**src/rtl/exe_pkg.sv**
```systemverilog
// Shared constants and types for the EXE pipeline stage.
// Optional flag output is enabled by defining EXE_ALU_FLAGS_EN.
package exe_pkg;

  localparam int DATA_W    = 16;
  localparam int REG_W     = 3;
  localparam int MEMSIG_W  = 8;
  localparam int CTRL_W    = 3;
  localparam int FLAGS_W   = 4;

  // Bit positions inside the EXE control bundle
  localparam int ALUSRC    = 0;
  localparam int ALUOP_LSB = 1;

  typedef enum logic [1:0] {
    OP_AND   = 2'b00,
    OP_ADD   = 2'b01,
    OP_SUB   = 2'b10,
    OP_PASSB = 2'b11
  } alu_op_e;

endpackage

```
**src/rtl/exe_stage_alu.sv**
```systemverilog
// Combinational 16-bit ALU: AND / ADD / SUB / pass-B, modulo 2^16.
// Defining EXE_ALU_FLAGS_EN adds the {N, Z, C, V} flag output.
module alu
  import exe_pkg::*;
(
  input  logic [DATA_W-1:0]  a_i,
  input  logic [DATA_W-1:0]  b_i,
  input  alu_op_e            op_i,
  output logic [DATA_W-1:0]  result_o
`ifdef EXE_ALU_FLAGS_EN
  ,
  output logic [FLAGS_W-1:0] flags_o
`endif
);

  always_comb begin
    result_o = '0;
    unique case (op_i)
      OP_AND:   result_o = a_i & b_i;
      OP_ADD:   result_o = a_i + b_i;
      OP_SUB:   result_o = a_i - b_i;
      OP_PASSB: result_o = b_i;
      default:  result_o = '0;
    endcase
  end

`ifdef EXE_ALU_FLAGS_EN
  logic flag_n, flag_z, flag_c, flag_v;

  // Carry of an add shows up as a wrapped sum smaller than an operand;
  // borrow of a subtract is simply an unsigned A < B.
  always_comb begin
    flag_n = result_o[DATA_W-1];
    flag_z = (result_o == '0);
    flag_c = 1'b0;
    flag_v = 1'b0;
    unique case (op_i)
      OP_ADD: begin
        flag_c = (result_o < a_i);
        flag_v = (a_i[DATA_W-1] == b_i[DATA_W-1]) &&
                 (result_o[DATA_W-1] != a_i[DATA_W-1]);
      end
      OP_SUB: begin
        flag_c = (a_i < b_i);
        flag_v = (a_i[DATA_W-1] != b_i[DATA_W-1]) &&
                 (result_o[DATA_W-1] != a_i[DATA_W-1]);
      end
      default: begin
        flag_c = 1'b0;
        flag_v = 1'b0;
      end
    endcase
  end

  assign flags_o = {flag_n, flag_z, flag_c, flag_v};
`endif

endmodule

```
**src/rtl/exe_stage.sv**
```systemverilog
// EXE pipeline stage: operand-B mux, ALU, and the EXE/MEM register.
// Defining EXE_ALU_FLAGS_EN exposes the combinational alu_flags output.
module exe_stage
  import exe_pkg::*;
(
  input  logic                clk,
  input  logic                reset,
  input  logic [DATA_W-1:0]   valueA_EXE,
  input  logic [DATA_W-1:0]   valueB_EXE,
  input  logic [DATA_W-1:0]   immediate_EXE,
  input  logic [CTRL_W-1:0]   signals,
  input  logic [DATA_W-1:0]   PC_EXE,
  input  logic [REG_W-1:0]    Rd_EXE,
  input  logic [MEMSIG_W-1:0] MEM_signals_IN,
  output logic [DATA_W-1:0]   AluResult_EXE,
  output logic [DATA_W-1:0]   AluResult_MEM,
  output logic [DATA_W-1:0]   valueB_MEM,
  output logic [DATA_W-1:0]   immediate_MEM,
  output logic [DATA_W-1:0]   PC_MEM,
  output logic [REG_W-1:0]    Rd_MEM,
  output logic [MEMSIG_W-1:0] MEM_signals
`ifdef EXE_ALU_FLAGS_EN
  ,
  output logic [FLAGS_W-1:0]  alu_flags
`endif
);

  logic [DATA_W-1:0] operand_b;
  alu_op_e           alu_op;

  assign operand_b = signals[ALUSRC] ? immediate_EXE : valueB_EXE;
  assign alu_op    = alu_op_e'(signals[ALUOP_LSB +: 2]);

  alu u_alu (
    .a_i      (valueA_EXE),
    .b_i      (operand_b),
    .op_i     (alu_op),
    .result_o (AluResult_EXE)
`ifdef EXE_ALU_FLAGS_EN
    ,
    .flags_o  (alu_flags)
`endif
  );

  // EXE/MEM register: loads every cycle; store data is the raw register B
  logic [DATA_W-1:0]   alu_res_d, alu_res_q;
  logic [DATA_W-1:0]   value_b_d, value_b_q;
  logic [DATA_W-1:0]   imm_d,     imm_q;
  logic [DATA_W-1:0]   pc_d,      pc_q;
  logic [REG_W-1:0]    rd_d,      rd_q;
  logic [MEMSIG_W-1:0] mem_sig_d, mem_sig_q;

  always_comb begin
    alu_res_d = AluResult_EXE;
    value_b_d = valueB_EXE;
    imm_d     = immediate_EXE;
    pc_d      = PC_EXE;
    rd_d      = Rd_EXE;
    mem_sig_d = MEM_signals_IN;
  end

  always_ff @(posedge clk) begin
    if (reset) begin
      alu_res_q <= '0;
      value_b_q <= '0;
      imm_q     <= '0;
      pc_q      <= '0;
      rd_q      <= '0;
      mem_sig_q <= '0;
    end else begin
      alu_res_q <= alu_res_d;
      value_b_q <= value_b_d;
      imm_q     <= imm_d;
      pc_q      <= pc_d;
      rd_q      <= rd_d;
      mem_sig_q <= mem_sig_d;
    end
  end

  assign AluResult_MEM = alu_res_q;
  assign valueB_MEM    = value_b_q;
  assign immediate_MEM = imm_q;
  assign PC_MEM        = pc_q;
  assign Rd_MEM        = rd_q;
  assign MEM_signals   = mem_sig_q;

endmodule

```
**config.mk**
```make
export PLATFORM = sky130hd
export DESIGN_NAME = exe_stage
export DESIGN_NICKNAME = d
export VERILOG_FILES = /design/src/rtl/exe_pkg.sv /design/src/rtl/exe_stage_alu.sv /design/src/rtl/exe_stage.sv
export SDC_FILE = /design/constraint.sdc
export NUM_CORES = 1
export LEC_CHECK = 0
export CORE_MARGIN = 4
export CORE_UTILIZATION = 38
export CTS_CLUSTER_SIZE = 28
export DETAILED_ROUTE_END_ITERATION = 16
export GPL_TIMING_DRIVEN = 0
export PLACE_DENSITY_LB_ADDON = 0.08
export SYNTH_ARGS = -nofsm -noshare
export SYNTH_HDL_FRONTEND = slang
export SYNTH_SLANG_ARGS = --single-unit
```
**constraint.sdc**
```tcl
create_clock -name clk -period 4.6 [get_ports clk]
set_input_delay 0.92 -clock clk [delete_from_list [all_inputs] [get_ports clk]]
set_output_delay 0.92 -clock clk [all_outputs]
set_load 0.05 [all_outputs]
```
==> results of run 1 <==
==> layout make-up <==
| cell class | instances | area, sq um |
|---|---|---|
| fillers | 798 | 3010 |
| multi-input cells | 311 | 2630 |
| repair buffers | 213 | 2100 |
| flip-flops and latches | 75 | 1500 |
| well taps | 133 | 166 |
| clock buffers | 9 | 124 |
| plain buffers | 17 | 96.3 |
| clock inverters | 7 | 82.6 |
| inverters | 15 | 56.3 |
==> flip-flops by register name, indices dropped and copies added (netlist names) <==
name and count:
MEM_signals 8, immediate_MEM 16, valueB_MEM 16, Rd_MEM 3, PC_MEM 16, AluResult_MEM 16
==> where the power goes <==
part	internal (mW)	switching, mW	total [mW]
Combinational	0.429	0.593	1.02
Clock	0.260	0.288	0.548
Sequential	0.694	0.0113	0.705
Total	1.38	0.892	2.27
==> cells by family (layout without fill, tap and decap cells) <==
| group | after synthesis | count (layout) | share of synthesized area (%) |
|---|---|---|---|
| AOI/OAI and AO/OA | 107 | 107 | 18.4 |
| xor gates and xnor gates | 19 | 19 | 4.35 |
| adders and majority gates | 21 | 21 | 7.07 |
| buffers and inverters | 33 | 261 | 3.47 |
| DFF | 75 | 75 | 39.3 |
| muxes | 19 | 19 | 5.46 |
| and+or+nand+nor | 145 | 145 | 21.9 |
==> how the worst max path moves through the flow <==
stage	from	endpoint	slack, ns	depth (start not counted)
after global placement	signals[0]	AluResult_EXE[15]	-1.71	14
after CTS	signals[0]	AluResult_EXE[15]	-0.30	16
final	signals[0]	AluResult_EXE[15]	-0.26	16
after detailed placement	signals[0]	AluResult_EXE[15]	-1.78	14
after global routing	signals[0]	AluResult_EXE[13]	-0.35	19
after floorplan	signals[0]	AluResult_EXE[15]	-0.01	15
==> synth_stat cells (4+ instances only) <==
cell       n
o21a_1     9
nor3_1     9
dfxtp_1   75
a31oi_1    8
inv_1     15
xnor2_1    9
a21o_1     8
nor2b_1   72
ha_1      20
nor2_1    19
nand2_1   18
mux2_2     5
nand3_1    4
o21ai_0    7
mux2i_1   13
xor2_1    10
a21oi_1   39
clkbuf_1  13
nand4_1    4
==> routing by layer <==
layer / up-vias / track usage (%) / wire length, um
li1: 1905 / - / -
met1: 1807 / 27.0 / 5610
met2: 136 / 37.6 / 6340
met4: 0 / 6.67 / 222
met5: - / 0 / 0
met3: 19 / 5.37 / 1000
==> through the flow <==
step	std cells	hold WS (ns)
2_1_floorplan	419	1.05
6_report	780	0.896
3_5_place_dp	721	1.41
3_3_place_gp	721	1.42
5_1_grt	780	0.892
4_1_cts	772	0.957
==> what timing repair did <==
item | in CTS | in global routing
endpoints found under the setup margin | 16 | 14
pin swaps | 27 | 38
resized for setup | 160 | 48
buffers inserted | 35 | 11
==> reports/metrics.cfg, run 1 <==
[status]
outcome=finished with violations
violations=setup timing

[yosys]
yosysWarnings=0
ys_seq_area_share_pct=39.3
synth_edf_count=0
syn_nets=520
avgSynthCellArea_sq_um=9.13
synth_top_area_share_pct=39.3
synth.distinct_cells=53
ys.flop_type=dfxtp_1
synth.largest_area_cell=dfxtp_1
synthesis.instances=419
synth_area_sq_um=3820
synthTopCellsByArea=dfxtp_1 39%, nor2b_1 12%, ha_1 6.5%
synth_seq_cells=75
async_reset_ff_share_pct=0

[finish]
design_area_sq_um=6760
finalCoreUtilization_pct=69.2
antenna_cells=0
syn_to_final_growth_pct=76.7
drive_gt1_share_pct=23.3
final_nets=743
mostFrequentLayoutCell=clkdlybuf4s50_1
final_cell_mix=133 x clkdlybuf4s50_1, 75 x dfxtp_1, 69 x nor2b_1, 40 x buf_4, 29 x a21oi_1

[detailed_routing]
drt-vias-per-instance=4.96
drcViolationCount=0
vias=3867
ant_nets=0
drtIter0Drc=180
dr.pass1.iters=4
routed_wl_mm=13.2
post_drt_wl_per_cell_um=16.9

[floorplanning]
die_x_um=108
core_area_sq_um=9770
die_h_um=108
initial_core_util_pct=39.1
io_pins=171
fp-row-count=36
die_area_sq_um=11700

[critical_path]
startpoint_type=input port
worstPathCellList=buf_12, buf_8, buf_8, mux2_4, inv_2, ha_4, a31oi_1, xnor2_1, ha_1, a21o_1, a31oi_4, a21oi_4, o21a_1, or4b_4, nand3_4, buf_8
crit_slowest_cell=or4b_4
critPathTopFamily=compound AO/OA/AOI/OAI gates
endpoint_kind=primary output
required_ns=3.68
cpPeakStageDelay_ns=0.51
critPathMostFrequentCell=buf_8
worstSetupPathType=in -> out
crit_buf_inv=5
critPathArrivalTime_ns=3.94
worstPathMaxFanout=5

[sta]
setup_viol=9
max_freq_mhz=206
fin_crit_sh_pct=106
max-slew-margin-rel_pct=54.5
worst_pin_slew_ns=0.682
layout_setup_ws_ns=-0.264
hold_viol=0
period_needed_ns=4.86
rsz0062_at_grt=true
slew_viol_final=0
tns_ns=-1.65

[min_path]
hold_depth=2
min_to=immediate_MEM[6]
hold_class=in -> reg
hp-start=immediate_EXE[6]

[power]
power.density_nw_per_um2=336
p_leak_nw=2.81
finalPower_mw=2.27
vdd_drop_max_v=0.000174

[global_routing]
grt_overflow=0
grt_pass1_vias=3899
grt_max_degree=16
grt_pass1_wl_mm=19.9
antenna_found_initial=0
grt_use_total_pct=21.9

[clock_tree]
htree_levels=3
clkTransAtPathRegs_ns=0.08
cts_tree=yes
cts_buffer_depth=2
hold_buffers=0
clockRootBuffer=clkbuf_8
clock_sinks=75
cts_made_buffers=9

[place]
numPortBuffers=169
dpl_worst_slack_ns=-1.78
gp_congestion=0.869
post-dp-hpwl_mm=9.64
place_area_sq_um=5780

[run]
max_cap_violations=0

No activity file was read; power rests on OpenSTA's default activity.
==> inputs of run 2 (changes only) <==
Settings changed: CORE_UTILIZATION 38 to 39, CTS_BUF_LIST set to sky130_fd_sc_hd__clkbuf_8.
==> run 2 against run 1 <==
Core utilization up 2.1 points. Critical endpoint unchanged. Fmax down 0.36%. The flow still finishes with violations (setup timing). Highest routed layer unchanged. Final cell count down 1.5%. Setup slack worse by 0.018 ns. Clock power down 7.8%. Sequential cell count unchanged. First-iteration DRC count up 9.4%.
==> reports/metrics.cfg, run 2 (synthesis gave the netlist of run 1 again) <==
[clock_tree]
cts_tree=yes  ; unchanged
cts_buffer_depth=2  ; unchanged
cts_made_buffers=9  ; unchanged
hold_buffers=0  ; unchanged
htree_levels=3  ; unchanged
clkTransAtPathRegs_ns=0.10  ; was 0.08 ns
clockRootBuffer=clkbuf_8  ; unchanged
clock_sinks=75  ; unchanged

[floorplanning]
core_area_sq_um=9370  ; was 9770 sq um
die_x_um=107  ; was 108 um
fp-row-count=35  ; was 36
die_area_sq_um=11500  ; was 11700 sq um
die_h_um=107  ; was 108 um
io_pins=171  ; unchanged
initial_core_util_pct=40.8  ; was 39.1%

[sta]
tns_ns=-1.24  ; was -1.65 ns
worst_pin_slew_ns=0.690  ; was 0.682 ns
setup_viol=9  ; unchanged
fin_crit_sh_pct=106  ; about the same
max_freq_mhz=205  ; was 206 MHz
layout_setup_ws_ns=-0.281  ; was -0.264 ns
max-slew-margin-rel_pct=54.0  ; was 54.5%
hold_viol=0  ; unchanged
period_needed_ns=4.88  ; was 4.86 ns
slew_viol_final=0  ; unchanged
rsz0062_at_grt=true  ; unchanged

[detailed_routing]
drcViolationCount=0  ; unchanged
drtIter0Drc=197  ; was 180
dr.pass1.iters=4  ; unchanged
post_drt_wl_per_cell_um=17.1  ; was 16.9 um
drt-vias-per-instance=5.03  ; was 4.96
vias=3864  ; was 3867
ant_nets=0  ; unchanged
routed_wl_mm=13.1  ; was 13.2 mm

[finish]
syn_to_final_growth_pct=74.7  ; was 76.7%
finalCoreUtilization_pct=71.3  ; was 69.2%
drive_gt1_share_pct=21.9  ; was 23.3%
mostFrequentLayoutCell=clkdlybuf4s50_1  ; unchanged
antenna_cells=0  ; unchanged
final_nets=735  ; was 743
fillCellCount=771  ; was 798
design_area_sq_um=6680  ; was 6760 sq um
final_cell_mix=132 x clkdlybuf4s50_1, 75 x dfxtp_1, 69 x nor2b_1, 33 x buf_4, 31 x a21oi_1  ; was 133 x clkdlybuf4s50_1, 75 x dfxtp_1, 69 x nor2b_1, 40 x buf_4, 29 x a21oi_1

[critical_path]
worstPathCellList=buf_12, buf_8, buf_8, mux2_4, inv_2, ha_4, nand2_4, o31ai_2, xnor2_1, ha_2, a21oi_4, o211ai_1, o21a_1, or4b_4, nand3_4, buf_8  ; was buf_12, buf_8, buf_8, mux2_4, inv_2, ha_4, a31oi_1, xnor2_1, ha_1, a21o_1, a31oi_4, a21oi_4, o21a_1, or4b_4, nand3_4, buf_8
critPathMostFrequentCell=buf_8  ; unchanged
worstPathMaxFanout=6  ; was 5
critPathArrivalTime_ns=3.96  ; was 3.94 ns
critPathTopFamily=compound AO/OA/AOI/OAI gates  ; unchanged
required_ns=3.68  ; about the same
startpoint_type=input port  ; unchanged
crit_slowest_cell=or4b_4  ; unchanged
crit_buf_inv=5  ; unchanged
endpoint_kind=primary output  ; unchanged
cpPeakStageDelay_ns=0.51  ; about the same
worstSetupPathType=in -> out  ; unchanged

[global_routing]
grt_pass1_wl_mm=19.8  ; was 19.9 mm
grt_pass1_vias=3731  ; was 3899
grt_use_total_pct=22.2  ; was 21.9%
antenna_found_initial=0  ; unchanged
grt_overflow=0  ; unchanged
grt_max_degree=17  ; was 16

[place]
gp_congestion=0.861  ; was 0.869
post-dp-hpwl_mm=9.72  ; was 9.64 mm
numPortBuffers=169  ; unchanged
place_area_sq_um=5780  ; about the same

[power]
vdd_drop_max_v=0.000208  ; was 0.000174 V
p_leak_nw=2.79  ; was 2.81 nW
power.density_nw_per_um2=333  ; was 336 nW/um^2

[run]
max_cap_violations=0  ; unchanged

[status]
violations=setup timing  ; unchanged
outcome=finished with violations  ; unchanged

[min_path]
hold_class=in -> reg  ; unchanged

-- run 2: metal layers --
| metal | vias up | share of wire (%) | GRT usage (%) |
|---|---|---|---|
| li1 | 1887 | - | - |
| met1 | 1818 | 42 | 28.3 |
| met2 | 148 | 49 | 37.6 |
| met3 | 11 | 7.4 | 5.84 |
| met4 | 0 | 0.99 | 4.84 |
| met5 | - | 0 | 0 |
-- run 2: cell type report --
class | instances | area [sq um] | area share (%)
Tap cell | 129 | 161 | 2.42
Multi-Input combinational cell | 311 | 2630 | 39.4
Clock buffer | 9 | 124 | 1.85
Clock inverter | 7 | 70.1 | 1.05
Timing Repair Buffer | 204 | 2030 | 30.4
Buffer | 18 | 104 | 1.55
Sequential cell | 75 | 1500 | 22.5
Inverter | 15 | 56.3 | 0.843
-- run 2: path summary, 6_finish.rpt --
path                      start                end  slack (ns)  cells past startpoint
hold / removal    valueB_EXE[1]      valueB_MEM[1]        0.86                      2
setup / recovery     signals[0]  AluResult_EXE[15]       -0.28                     16
-- run 2: report_power, final --
| part | internal, mW | total (mW) | switching, mW |
|---|---|---|---|
| combinational | 0.421 | 1.01 | 0.591 |
| clock | 0.210 | 0.505 | 0.295 |
| sequential | 0.694 | 0.705 | 0.0111 |
| total | 1.32 | 2.22 | 0.897 |
-- run 2: repair_timing --
action,CTS,global route
endpoints found under the setup margin,16,14
resized for setup,140,65
gates cloned,0,0
buffers inserted,22,13
pin swaps,21,30
-- run 2: per-stage QoR --
| step | power, mW | cells | hold slack (ns) | setup slack, ns |
|---|---|---|---|---|
| finish | 2.22 | 768 | 0.857 | -0.281 |
| global route | 2.33 | 768 | 0.867 | -0.352 |
| CTS | 2.16 | 755 | 0.932 | -0.309 |
| detailed placement | 1.58 | 717 | 1.46 | -1.83 |
| global placement | 1.58 | 717 | 1.44 | -1.79 |
| floorplan | 1.29 | 419 | 1.05 | -0.0130 |
